[src/rtl/iob_uart_rs232_rx_if.sv]
// Receive-side byte handshake between the RS-232 receiver and its consumer.
// The master modport is the receiver (produces bytes and status pulses),
// the slave modport is the consumer (accepts bytes with data_ready_i).
interface iob_uart_rs232_rx_if #(
  parameter int DATA_W = 8
);
  logic [DATA_W-1:0] data_o;
  logic              data_valid_o;
  logic              data_ready_i;
  logic              frame_err_o;
  logic              overrun_o;
  logic              parity_err_o;

  modport master (
    output data_o,
    output data_valid_o,
    output frame_err_o,
    output overrun_o,
    output parity_err_o,
    input  data_ready_i
  );

  modport slave (
    input  data_o,
    input  data_valid_o,
    input  frame_err_o,
    input  overrun_o,
    input  parity_err_o,
    output data_ready_i
  );
endinterface

[src/rtl/iob_uart_rs232_rx.sv]
// Standalone RS-232 receive endpoint: deserializes 8N1 frames (LSB first)
// into a one-byte holding register with a valid/ready handshake and drives
// RTS from holding-register occupancy.
// Optional feature macro IOB_UART_RX_PARITY_EN: adds an even-parity bit
// after the data bits (8E1) and reports mismatches on parity_err_o.
module iob_uart_rs232_rx #(
  parameter int DATA_W = 8,
  parameter int DIV_W  = 16
) (
  input  logic                clk_i,
  input  logic                arst_n_i,
  input  logic                cke_i,
  input  logic                en_i,
  input  logic [DIV_W-1:0]    div_i,
  input  logic                rs232_rxd_i,
  output logic                rs232_rts_o,
  iob_uart_rs232_rx_if.master rx_if
);

  localparam int IDX_W = $clog2(DATA_W + 1);
  localparam logic [IDX_W-1:0] LAST_IDX = IDX_W'(DATA_W - 1);

  typedef enum logic [2:0] {
    ST_IDLE,
    ST_START,
    ST_DATA,
    ST_PARITY,
    ST_STOP
  } state_t;

  state_t             state_q, state_d;
  logic               rxd_meta_q, rxs_q, rxs_prev_q;
  logic [DIV_W-1:0]   cnt_q, cnt_d;
  logic [DIV_W-1:0]   div_q, div_d;
  logic [IDX_W-1:0]   bit_idx_q, bit_idx_d;
  logic [DATA_W-1:0]  shift_q, shift_d;
  logic [DATA_W-1:0]  data_q, data_d;
  logic               valid_q, valid_d;
  logic               rts_q, rts_d;
  logic               frame_err_q, frame_err_d;
  logic               overrun_q, overrun_d;
`ifdef IOB_UART_RX_PARITY_EN
  logic               par_q, par_d;
  logic               parity_err_q, parity_err_d;
`endif

  logic [DIV_W-1:0]   div_eff;
  logic               start_edge;
  logic               tick;
  logic               stop_hit;
  logic               consume;
  logic               deliver;

  // Divisors below 2 would leave no room for a mid-bit sample, so clamp to 2.
  assign div_eff    = (div_i < DIV_W'(2)) ? DIV_W'(2) : div_i;
  assign start_edge = en_i & (state_q == ST_IDLE) & rxs_prev_q & ~rxs_q;
  assign tick       = (cnt_q == '0);
  assign stop_hit   = en_i & (state_q == ST_STOP) & tick;
  assign consume    = valid_q & rx_if.data_ready_i;
`ifdef IOB_UART_RX_PARITY_EN
  assign deliver    = stop_hit & rxs_q & ~par_q;
`else
  assign deliver    = stop_hit & rxs_q;
`endif

  // State register plus all datapath flops; cke_i low freezes everything.
  always_ff @(posedge clk_i or negedge arst_n_i) begin
    if (!arst_n_i) begin
      state_q      <= ST_IDLE;
      rxd_meta_q   <= 1'b1;
      rxs_q        <= 1'b1;
      rxs_prev_q   <= 1'b1;
      cnt_q        <= '0;
      div_q        <= '0;
      bit_idx_q    <= '0;
      shift_q      <= '0;
      data_q       <= '0;
      valid_q      <= 1'b0;
      rts_q        <= 1'b0;
      frame_err_q  <= 1'b0;
      overrun_q    <= 1'b0;
`ifdef IOB_UART_RX_PARITY_EN
      par_q        <= 1'b0;
      parity_err_q <= 1'b0;
`endif
    end else if (cke_i) begin
      state_q      <= state_d;
      rxd_meta_q   <= rs232_rxd_i;
      rxs_q        <= rxd_meta_q;
      rxs_prev_q   <= rxs_q;
      cnt_q        <= cnt_d;
      div_q        <= div_d;
      bit_idx_q    <= bit_idx_d;
      shift_q      <= shift_d;
      data_q       <= data_d;
      valid_q      <= valid_d;
      rts_q        <= rts_d;
      frame_err_q  <= frame_err_d;
      overrun_q    <= overrun_d;
`ifdef IOB_UART_RX_PARITY_EN
      par_q        <= par_d;
      parity_err_q <= parity_err_d;
`endif
    end
  end

  // Frame sequencing; disabling the receiver abandons any partial frame.
  always_comb begin
    state_d = state_q;
    if (!en_i) begin
      state_d = ST_IDLE;
    end else begin
      case (state_q)
        ST_IDLE:   if (start_edge) state_d = ST_START;
        ST_START:  if (tick) state_d = rxs_q ? ST_IDLE : ST_DATA;
        ST_DATA: begin
          if (tick && (bit_idx_q == LAST_IDX)) begin
`ifdef IOB_UART_RX_PARITY_EN
            state_d = ST_PARITY;
`else
            state_d = ST_STOP;
`endif
          end
        end
        ST_PARITY: if (tick) state_d = ST_STOP;
        ST_STOP:   if (tick) state_d = ST_IDLE;
        default:   state_d = ST_IDLE;
      endcase
    end
  end

  // Bit timing, shifting, holding-register handshake and status pulses.
  always_comb begin
    cnt_d        = cnt_q;
    div_d        = div_q;
    bit_idx_d    = bit_idx_q;
    shift_d      = shift_q;
    data_d       = data_q;
    valid_d      = valid_q;
    frame_err_d  = 1'b0;
    overrun_d    = 1'b0;
    rts_d        = en_i & ~valid_q;
`ifdef IOB_UART_RX_PARITY_EN
    par_d        = par_q;
    parity_err_d = 1'b0;
`endif

    if (start_edge) begin
      div_d = div_eff;
      cnt_d = (div_eff >> 1) - DIV_W'(1);
    end else if (en_i && (state_q != ST_IDLE)) begin
      cnt_d = tick ? (div_q - DIV_W'(1)) : (cnt_q - DIV_W'(1));
    end

    if (en_i && tick) begin
      case (state_q)
        ST_START: begin
          bit_idx_d = '0;
`ifdef IOB_UART_RX_PARITY_EN
          par_d     = 1'b0;
`endif
        end
        ST_DATA: begin
          shift_d   = {rxs_q, shift_q[DATA_W-1:1]};
          bit_idx_d = bit_idx_q + IDX_W'(1);
`ifdef IOB_UART_RX_PARITY_EN
          par_d     = par_q ^ rxs_q;
`endif
        end
`ifdef IOB_UART_RX_PARITY_EN
        ST_PARITY: par_d = par_q ^ rxs_q;
`endif
        default: ;
      endcase
    end

    if (stop_hit && !rxs_q) begin
      frame_err_d = 1'b1;
    end
`ifdef IOB_UART_RX_PARITY_EN
    else if (stop_hit && par_q) begin
      parity_err_d = 1'b1;
    end
`endif

    if (deliver && (!valid_q || consume)) begin
      data_d  = shift_q;
      valid_d = 1'b1;
    end else begin
      if (deliver) overrun_d = 1'b1;
      if (consume) valid_d = 1'b0;
    end
  end

  assign rs232_rts_o        = rts_q;
  assign rx_if.data_o       = data_q;
  assign rx_if.data_valid_o = valid_q;
  assign rx_if.frame_err_o  = frame_err_q;
  assign rx_if.overrun_o    = overrun_q;
`ifdef IOB_UART_RX_PARITY_EN
  assign rx_if.parity_err_o = parity_err_q;
`else
  assign rx_if.parity_err_o = 1'b0;
`endif

endmodule

[src/flat_wrapper.sv]
// flat-port wrapper written by rule: the top's interface ports become plain ports
module iob_uart_rs232_rx_flat 
#(
  parameter int DATA_W = 8,
  parameter int DIV_W  = 16
)
  (clk_i, arst_n_i, cke_i, en_i, div_i, rs232_rxd_i, rs232_rts_o, rx_if_data_o, rx_if_data_valid_o, rx_if_frame_err_o, rx_if_overrun_o, rx_if_parity_err_o, rx_if_data_ready_i);
  iob_uart_rs232_rx_if #(.DATA_W(DATA_W)) rx_if_i ();
  input  logic clk_i;
  input  logic arst_n_i;
  input  logic cke_i;
  input  logic en_i;
  input  logic [DIV_W-1:0] div_i;
  input  logic rs232_rxd_i;
  output logic rs232_rts_o;
  output wire logic [$bits(rx_if_i.data_o)-1:0] rx_if_data_o;
  output wire logic [$bits(rx_if_i.data_valid_o)-1:0] rx_if_data_valid_o;
  output wire logic [$bits(rx_if_i.frame_err_o)-1:0] rx_if_frame_err_o;
  output wire logic [$bits(rx_if_i.overrun_o)-1:0] rx_if_overrun_o;
  output wire logic [$bits(rx_if_i.parity_err_o)-1:0] rx_if_parity_err_o;
  input wire logic [$bits(rx_if_i.data_ready_i)-1:0] rx_if_data_ready_i;
  assign rx_if_data_o = rx_if_i.data_o;
  assign rx_if_data_valid_o = rx_if_i.data_valid_o;
  assign rx_if_frame_err_o = rx_if_i.frame_err_o;
  assign rx_if_overrun_o = rx_if_i.overrun_o;
  assign rx_if_parity_err_o = rx_if_i.parity_err_o;
  assign rx_if_i.data_ready_i = rx_if_data_ready_i;
  iob_uart_rs232_rx #(.DATA_W(DATA_W), .DIV_W(DIV_W)) u_core (.clk_i(clk_i), .arst_n_i(arst_n_i), .cke_i(cke_i), .en_i(en_i), .div_i(div_i), .rs232_rxd_i(rs232_rxd_i), .rs232_rts_o(rs232_rts_o), .rx_if(rx_if_i));
endmodule
[config.mk]
export PLATFORM = sky130hd
export DESIGN_NAME = iob_uart_rs232_rx_flat
export DESIGN_NICKNAME = d
export VERILOG_FILES = /design/src/rtl/iob_uart_rs232_rx_if.sv /design/src/rtl/iob_uart_rs232_rx.sv /design/src/flat_wrapper.sv
export SDC_FILE = /design/constraint.sdc
export NUM_CORES = 1
export LEC_CHECK = 0
export CAP_MARGIN = 10
export CORE_MARGIN = 4
export CORE_UTILIZATION = 45
export CTS_CLUSTER_SIZE = 24
export DETAILED_ROUTE_END_ITERATION = 8
export PLACE_DENSITY = 0.64
export SYNTH_ARGS = -nofsm -noshare
export SYNTH_HDL_FRONTEND = slang
export SYNTH_SLANG_ARGS = --single-unit
[constraint.sdc]
create_clock -name clk_i -period 3.97 [get_ports clk_i]
set_clock_uncertainty 0.15 [all_clocks]
set_input_delay 0.5955 -clock clk_i [delete_from_list [all_inputs] [get_ports clk_i]]
set_output_delay 0.5955 -clock clk_i [all_outputs]
set_load 0.1 [all_outputs]
* After elaboration in Yosys (flattened, before gate mapping)
Cells that the tools add are included.
Operators by class: add/sub/neg operators 4, $lt $le $gt $ge 1, equal/unequal tests 10, reduce and logical (&&, ||, !) cells 21, multiplexer cells 18, bitwise gates (word level) 10
Operators with widths (count):
- $mux 16 | 4
- $sub 16x1->16 const B | 2
- $mux 3 | 6
- $logic_not 16->1 | 1
- $lt 16x2->1 const B | 1
- $sub 15x1->16 const B | 1
- $ne 3x2->1 const B | 5
- $pmux 3 s5 | 1
- $and 1x1->1 | 8
- $pmux 4 s2 | 1
- $reduce_and 2->1 | 4
- $eq 3x2->1 const B | 2
- $reduce_and 3->1 | 2
- $reduce_and 6->1 | 1
- $reduce_bool 2->1 | 3
- $logic_and 1x1->1 | 5
- $mux 1 | 5
- $add 4x1->4 const B | 1
- $eq 4x3->1 const B | 1
- $eq 3x1->1 const B | 1
- $eq 3x3->1 const B | 1
- $logic_not 3->1 | 1
- $reduce_bool 3->1 | 1
- $logic_not 1->1 | 2
- 3 further kinds | 4
Word-level totals: output and inout bits 13, bits in registers 62, input bits 22, logic and storage cells 77

* Logic depth before layout (Yosys ltp)
Gate-level depths: netlist of the first run.
word-level depth 7, depth in mapped cells 13, gate-level depth less buffers 10

* Worst setup path before layout of the first run
No wires, ideal clock.
kind input to register, start point input en_i, end point register u_core.cnt_q[14], path buffers 3, path slack 1053 ps, cell stages on the path 13, arrival 2696 ps, setup time 70 ps, required time 3750 ps, cells stage by stage clkbuf_1 -> nand2b_1 -> buf_12 -> nor2_4 -> buf_6 -> a311oi_1 -> or2_2 -> ha_1 -> inv_1 -> a211oi_4 -> nand3_1 -> or4_1 -> nand3_1
On the way: cells in the longest elaborated chain, start to end 5, elaborated cells on any way between the ends 7, those cells by class mux (1); bitwise (3); reduce/logical (3)
RTL lines:
- from (decl) | RTL line flat_wrapper.sv:12 | input logic en_i;
- $and 1x1->1 (3 in series) | RTL line iob_uart_rs232_rx.sv:56 | assign start_edge = en_i & (state_q == ST_IDLE) & rxs_prev_q & ~rxs_q;
- $reduce_bool 2->1 (no line)
- $reduce_and 2->1 (no line)
- to (signal assigned) | RTL line iob_uart_rs232_rx.sv:91 | cnt_q <= cnt_d;
- to (decl) | RTL line iob_uart_rs232_rx.sv:33 | logic [DIV_W-1:0] cnt_q, cnt_d;
Several ways; a longest one is shown, not always the timed one. A chain may end at the register's enable or synchronous reset.

* Final worst setup path of the first run
Ends and elaborated chain as after synthesis.

==> results of run 1 <==
## state kept, by name, summed over array words and instances (netlist names)
| register | count |
|---|---|
| u_core.cnt_q | 16 |
| u_core.div_q | 16 |
| u_core.rx_if.data_o | 8 |
| u_core.shift_q | 8 |
| u_core.bit_idx_q | 4 |
| u_core.state_q | 3 |
| u_core.rs232_rts_o | 1 |
| u_core.rx_if.data_valid_o | 1 |
| u_core.rx_if.frame_err_o | 1 |
| u_core.rx_if.overrun_o | 1 |
| u_core.rxd_meta_q | 1 |
| u_core.rxs_prev_q | 1 |
| u_core.rxs_q | 1 |
## routing by layer
metal | vias up | track usage [%]
met5 | - | 0
met4 | 0 | 7.93
met1 | 1276 | 26.6
met2 | 82 | 28.3
li1 | 1294 | -
met3 | 15 | 3.95
## cell usage in the layout (no fill, tap or decap), drive strengths merged, types with 3 or more instances in the layout
master / count
nand3: 9
nor2: 14
o31ai: 4
or2: 5
o21bai: 3
o21ai: 29
a211oi: 4
and2: 4
dfrtp: 59
buf: 8
inv: 11
nand2: 45
xnor2: 4
a21oi: 13
nand4: 4
nor3: 7
a311oi: 5
nor4: 4
dfstp: 3
a311o: 4
mux2: 34
clkbuf: 9
xor2: 4
o211ai: 3
or3: 4
nand2b: 3
clkdlybuf4s50: 32
or4: 3
## stage by stage
stage          area [µm²]  worst slack [ps]  hold slack [ps]
2_1_floorplan        3410              1050              150
3_3_place_gp         3770               335              339
3_5_place_dp         3770               193              343
4_1_cts              3950               551              250
5_1_grt              3950               261              293
6_report             3950               496              207
## cell families after synthesis
kind of cell	Yosys count
buf+inv	30
simple gates	115
fa+ha+maj	2
xor+xnor	8
other cells	1
flops	62
mux	35
compound gates	85
## power breakdown
part	leakage [nW]	internal, mW	switching, mW	total [mW]
logic	0.771	0.334	0.426	0.760
clock network	0.0866	0.232	0.275	0.508
registers	0.799	0.794	0.146	0.939
total	1.66	1.36	0.847	2.21
## cell type report
type                    count  area share [%]
flip-flops and latches     62            39.4
clock buffers               9            3.13
clock inverters             7            1.39
inverters                   8           0.760
multi-input cells         246            42.7
well taps                  99            3.13
repair buffers             40            9.56
## how the worst max path moves through the flow
stage,startpoint,depth (start not counted),end
after floorplan,en_i,13,u_core.cnt_q[14]$_DFFE_PN0P_
after global placement,en_i,11,u_core.cnt_q[14]$_DFFE_PN0P_
after detailed placement,en_i,11,u_core.cnt_q[14]$_DFFE_PN0P_
after CTS,en_i,11,u_core.cnt_q[14]$_DFFE_PN0P_
after global routing,en_i,11,u_core.cnt_q[14]$_DFFE_PN0P_
final,en_i,11,u_core.cnt_q[14]$_DFFE_PN0P_
==> impl_metrics.ini, run 1 <==
[run_status]
status = finished clean

[worst_setup_path]
critPathTopFamily = simple AND/OR/NAND/NOR gates
rr_worst_depth = 11
crit_type = input port to flop
critPathBufInv = 2
crit_chain = clkdlybuf4s50_1 > nand2b_1 > nor2_4 > a311oi_1 > or2_2 > ha_1 > inv_1 > a211oi_4 > nand3_1 > or4_1 > nand3_1
critPathMaxStageDelay_ps = 540
r2r_end = u_core.cnt_q[14]$_DFFE_PN0P_
critPathLaunchType = input port
endpoint_kind = flop
slowest_stage = clkdlybuf4s50_1
r2r_start = u_core.state_q[0]$_DFFE_PN0P_
worstPathArrival_ps = 3600
critPathMostFrequentCell = nand3_1
cp_max_fo = 22
rrSetupSlack_ps = 760
crit_required_ps = 4100

[logic_synthesis]
netlist_top_cells_count = 59 x dfrtp_1, 45 x nand2_1, 34 x mux2_2, 29 x o21ai_0
yosys.area.top_type = dfrtp_1
synth_area_um2 = 3410
synthFlopType = dfrtp_1
synthCells = 338
synth_edf_count = 0
synthArstFlopShare_pct = 100
synthAdderAreaFrac_pct = 0.734
synth_cell_types = 65
syn_nets = 362
synth_most_common_cell = dfrtp_1
synthMuxAreaShare_pct = 11.5
synth-compound-area-share_pct = 17.2
synthXorXnorAreaFrac_pct = 2.05
synth_top_family_by_area = simple AND/OR/NAND/NOR gates
synth-seq-area-share_pct = 45.6
synthSimpleGateAreaFrac_pct = 17.6
synth_top_area_share_pct = 43.3
ys_top_cells_by_area = dfrtp_1 43%, mux2_2 11%, nand2_1 5.0%, o21ai_0 4.3%, dfstp_2 2.3%
syn_avg_cell_area_um2 = 10.1
ys_ff_latch = 62
yosysWarningCount = 0

[clock_tree]
ctsHtreeMaxLevel = 3
clock_latency_ps = 340
cts_made_buffers = 9
cts_tree = yes
cts-root-buf = clkbuf_8
clk_pin_slew_ps = 80
post_cts_resized = 0
numClockSinks = 62
cts-hold-fix-buffers = 0
post_cts_buffers = 0
clockBufferDepth = 2

[placed_design]
dp_cells = 455
dp_hpwl_um = 5570
place_congestion = 0.919
portBuffers = 33

[die]
ios = 35
fp-row-count = 31
core-area_um2 = 7290
dieArea_um2 = 9040
start_util_pct = 46.8
die_w_um = 95.1
die_h_um = 95.1

[detailed_routing]
detail-route-antenna-nets = 0
avgRoutedWirePerCell_um = 16.5
highest_layer = met4
met3_length_um = 460
wl_met2_um = 3500
wl_met1_um = 3620
vias_per_cell = 5.66
via_count = 2667
firstDrtPassIters = 4
wl_um = 7760
detail_route.drc_violations = 0
initialDrtViolationCount = 125

[cells_and_area]
seq_area_um2 = 1560
multi_input_area_um2 = 1690
drive_gt1_share_pct = 20.4
antenna_cells = 0
postLayoutCoreUtil_pct = 54.2
finalNetCount = 391
areaGrowthSynthToFinish_pct = 15.8
final-instance-count-excl-fill = 471
fillerInstances = 684

[power_and_ir_drop]
power_density_nw_per_um2 = 559
finalPower_mw = 2.21
ir_drop_v = 0.000267
p_leak_nw = 1.66

[timing]
worst_pin_slew_ps = 970
setup-tns-final_ps = 0
period_needed_ps = 3470
fin_crit_sh_pct = 87.5
slew_viol_final = 0
hold_violations = 0
rsz0062_at_grt = no
setup_viol = 0
slew_headroom_pct = 35.1
fmax_mhz = 288

[global_route]
grt.overflow.total = 0
grt_pass1_wl_um = 13100
grt_max_degree = 40
grt_use_total_pct = 18.9
antenna_found_initial = 0
grt_pass1_vias = 2641

[flow_run]
cap_violations = 0

[worst_hold_path]
hold_path_class = input port to asynchronous set/reset pin
Power figures use the tool's default switching activity.
==> run 2: changes to the inputs <==
Settings changed: ABC_AREA set to 0, GPL_TIMING_DRIVEN set to 0.
==> run 2 against run 1 <==
- critical path depth did not move
- global-route usage barely moved
- sequential cell count did not move
- worst hold slack got worse by 19 ps
- die area did not move
- wire length rose by 3.9%
- core utilization rose by 2.0 points
- design area rose by 3.7%
- first-iteration DRC count rose by 22%
- setup slack improved by 250 ps
- highest routed layer unchanged
==> impl_metrics.ini, run 2 (same netlist as run 1, synthesis figures left out) <==
[die]
ios = 35
die_h_um = 95.1
start_util_pct = 46.8
die_w_um = 95.1
fp-row-count = 31
core-area_um2 = 7290
dieArea_um2 = 9040

[clock_tree]
cts-root-buf = clkbuf_8
cts-hold-fix-buffers = 0
post_cts_buffers = 0
clock_latency_ps = 340
post_cts_resized = 0
clk_pin_slew_ps = 80
cts_tree = yes
cts_made_buffers = 9
ctsHtreeMaxLevel = 3
clockBufferDepth = 2
numClockSinks = 62

[timing]
hold_violations = 0
period_needed_ps = 3220
fin_crit_sh_pct = 81.1
worst_pin_slew_ps = 1190
slew_viol_final = 0
rsz0062_at_grt = no
setup-tns-final_ps = 0
worst_slack_ps = 751
setup_viol = 0
slew_headroom_pct = 19.4
fmax_mhz = 311

[cells_and_area]
final_common_cell = dfrtp_1
multi_input_area_um2 = 1680
stdcell_area_um2 = 4100
fillerInstances = 685
areaGrowthSynthToFinish_pct = 20.1
antenna_cells = 0
final_cell_mix = 59 x dfrtp_1, 45 x nand2_1, 34 x mux2_2
seq_area_um2 = 1560
drive_gt1_share_pct = 19.9
reg_top3 = u_core.cnt_q: 16 flops, u_core.div_q: 16 flops
finalNetCount = 405
postLayoutCoreUtil_pct = 56.2

[global_route]
antenna_found_initial = 0
grt_pass1_wl_um = 13200
grt_max_degree = 63
grt_pass1_vias = 2584
grt.overflow.total = 0
grt_use_total_pct = 18.9

[placed_design]
place_congestion = 0.846
post-place-ws_ps = 426
dp_hpwl_um = 5740
dpl-instance-area_um2 = 3850
portBuffers = 32

[power_and_ir_drop]
pwr-share-seq_pct = 38.6
switching_share_pct = 34.7
finalPower_mw = 2.40
p_int_mw = 1.57
pwr-share-clk_pct = 28.7
p_comb_share_pct = 32.7
ir_drop_v = 0.000214
power_density_nw_per_um2 = 586
switching_power_mw = 0.834
p_leak_nw = 1.73

[worst_setup_path]
critPathLaunchType = flop
cp_max_fo = 10
r2r_start = u_core.state_q[1]$_DFFE_PN0P_
endpoint_kind = flop
worstPathArrival_ps = 3340
crit_required_ps = 4090
crit_type = flop to flop
crit_start = u_core.state_q[1]$_DFFE_PN0P_

[flow_run]
cap_violations = 0

[detailed_routing]
detail_route.drc_violations = 0
vias_per_cell = 5.66
firstDrtPassIters = 4
wl_um = 8060
initialDrtViolationCount = 153
avgRoutedWirePerCell_um = 16.6
via_count = 2745
detail-route-antenna-nets = 0

[run_status]
status = finished clean

[worst_hold_path]
hold_path_class = input port to asynchronous set/reset pin
[run 2: changes by cell type in the layout (fill, tap and decap cells not counted)]
| cell | change |
|---|---|
| clkbuf_1 | +13 |
| clkdlybuf4s50_1 | -1 |
| buf_4 | -3 |
| inv_6 | -2 |
| buf_2 | -1 |
| o311ai_2 | -1 |
| clkinv_4 | +1 |
| o311ai_1 | +1 |
| buf_12 | +1 |
| bufinv_16 | +3 |
| buf_6 | +5 |
| clkinvlp_4 | -2 |
[run 2: through the flow]
stage	hold WS [ps]	cells
after detailed placement	338	469
after CTS	224	485
after global routing	253	485
after floorplan	150	338
final	188	485
after global placement	336	469
[run 2: power groups by stage]
| stage | clock network (mW) | registers [mW] | logic (mW) |
|---|---|---|---|
| after global routing | 0.727 | 0.941 | 0.875 |
| after floorplan | 0 | 0.896 | 0.603 |
| final | 0.688 | 0.926 | 0.786 |
| after global placement | 0 | 0.933 | 0.768 |
| after detailed placement | 0 | 0.935 | 0.780 |
| after CTS | 0.700 | 0.924 | 0.783 |
[run 2: area by class of cell]
class                      instances  share of cell area (%)
tap                               99                    3.02
clock buffer                       9                    3.02
buffer                            22                    3.60
timing repair buffer              32                    7.76
multi-input combinational        246                    40.9
clock inverter                     7                    2.96
sequential                        62                    38.0
inverter                           8                   0.733
[run 2: path summary, 6_finish.rpt]
path	to	slack [ps]	cells past startpoint
setup reg to reg	u_core.cnt_q[14]$_DFFE_PN0P_	750	11
setup / recovery	u_core.cnt_q[14]$_DFFE_PN0P_	750	11
hold / removal	u_core.div_q[4]$_DFFE_PN0P_	190	1
max in group asynchronous	u_core.shift_q[7]$_DFFE_PN0P_	2970	1
hold reg to reg	u_core.div_q[1]$_DFFE_PN0P_	360	2
min in group clk_i	u_core.div_q[1]$_DFFE_PN0P_	360	2
[run 2: worst max-delay path, cell delays in order (launching register included)]
cell and delay (ps):
dfrtp_1 370, buf_6 130, nor4b_1 470, nand2_1 210
a211oi_1 280, or2_2 180, ha_1 190, inv_1 100
a211oi_4 320, nand3_1 160, or4_1 510, nand3_1 80
[run 2: layer usage]
| metal | routed length [µm] | GRT usage (%) |
|---|---|---|
| met1 | 3880 | 27.3 |
| met2 | 3740 | 28.7 |
| met3 | 343 | 2.84 |
| met4 | 106 | 6.85 |
| met5 | 0 | 0 |
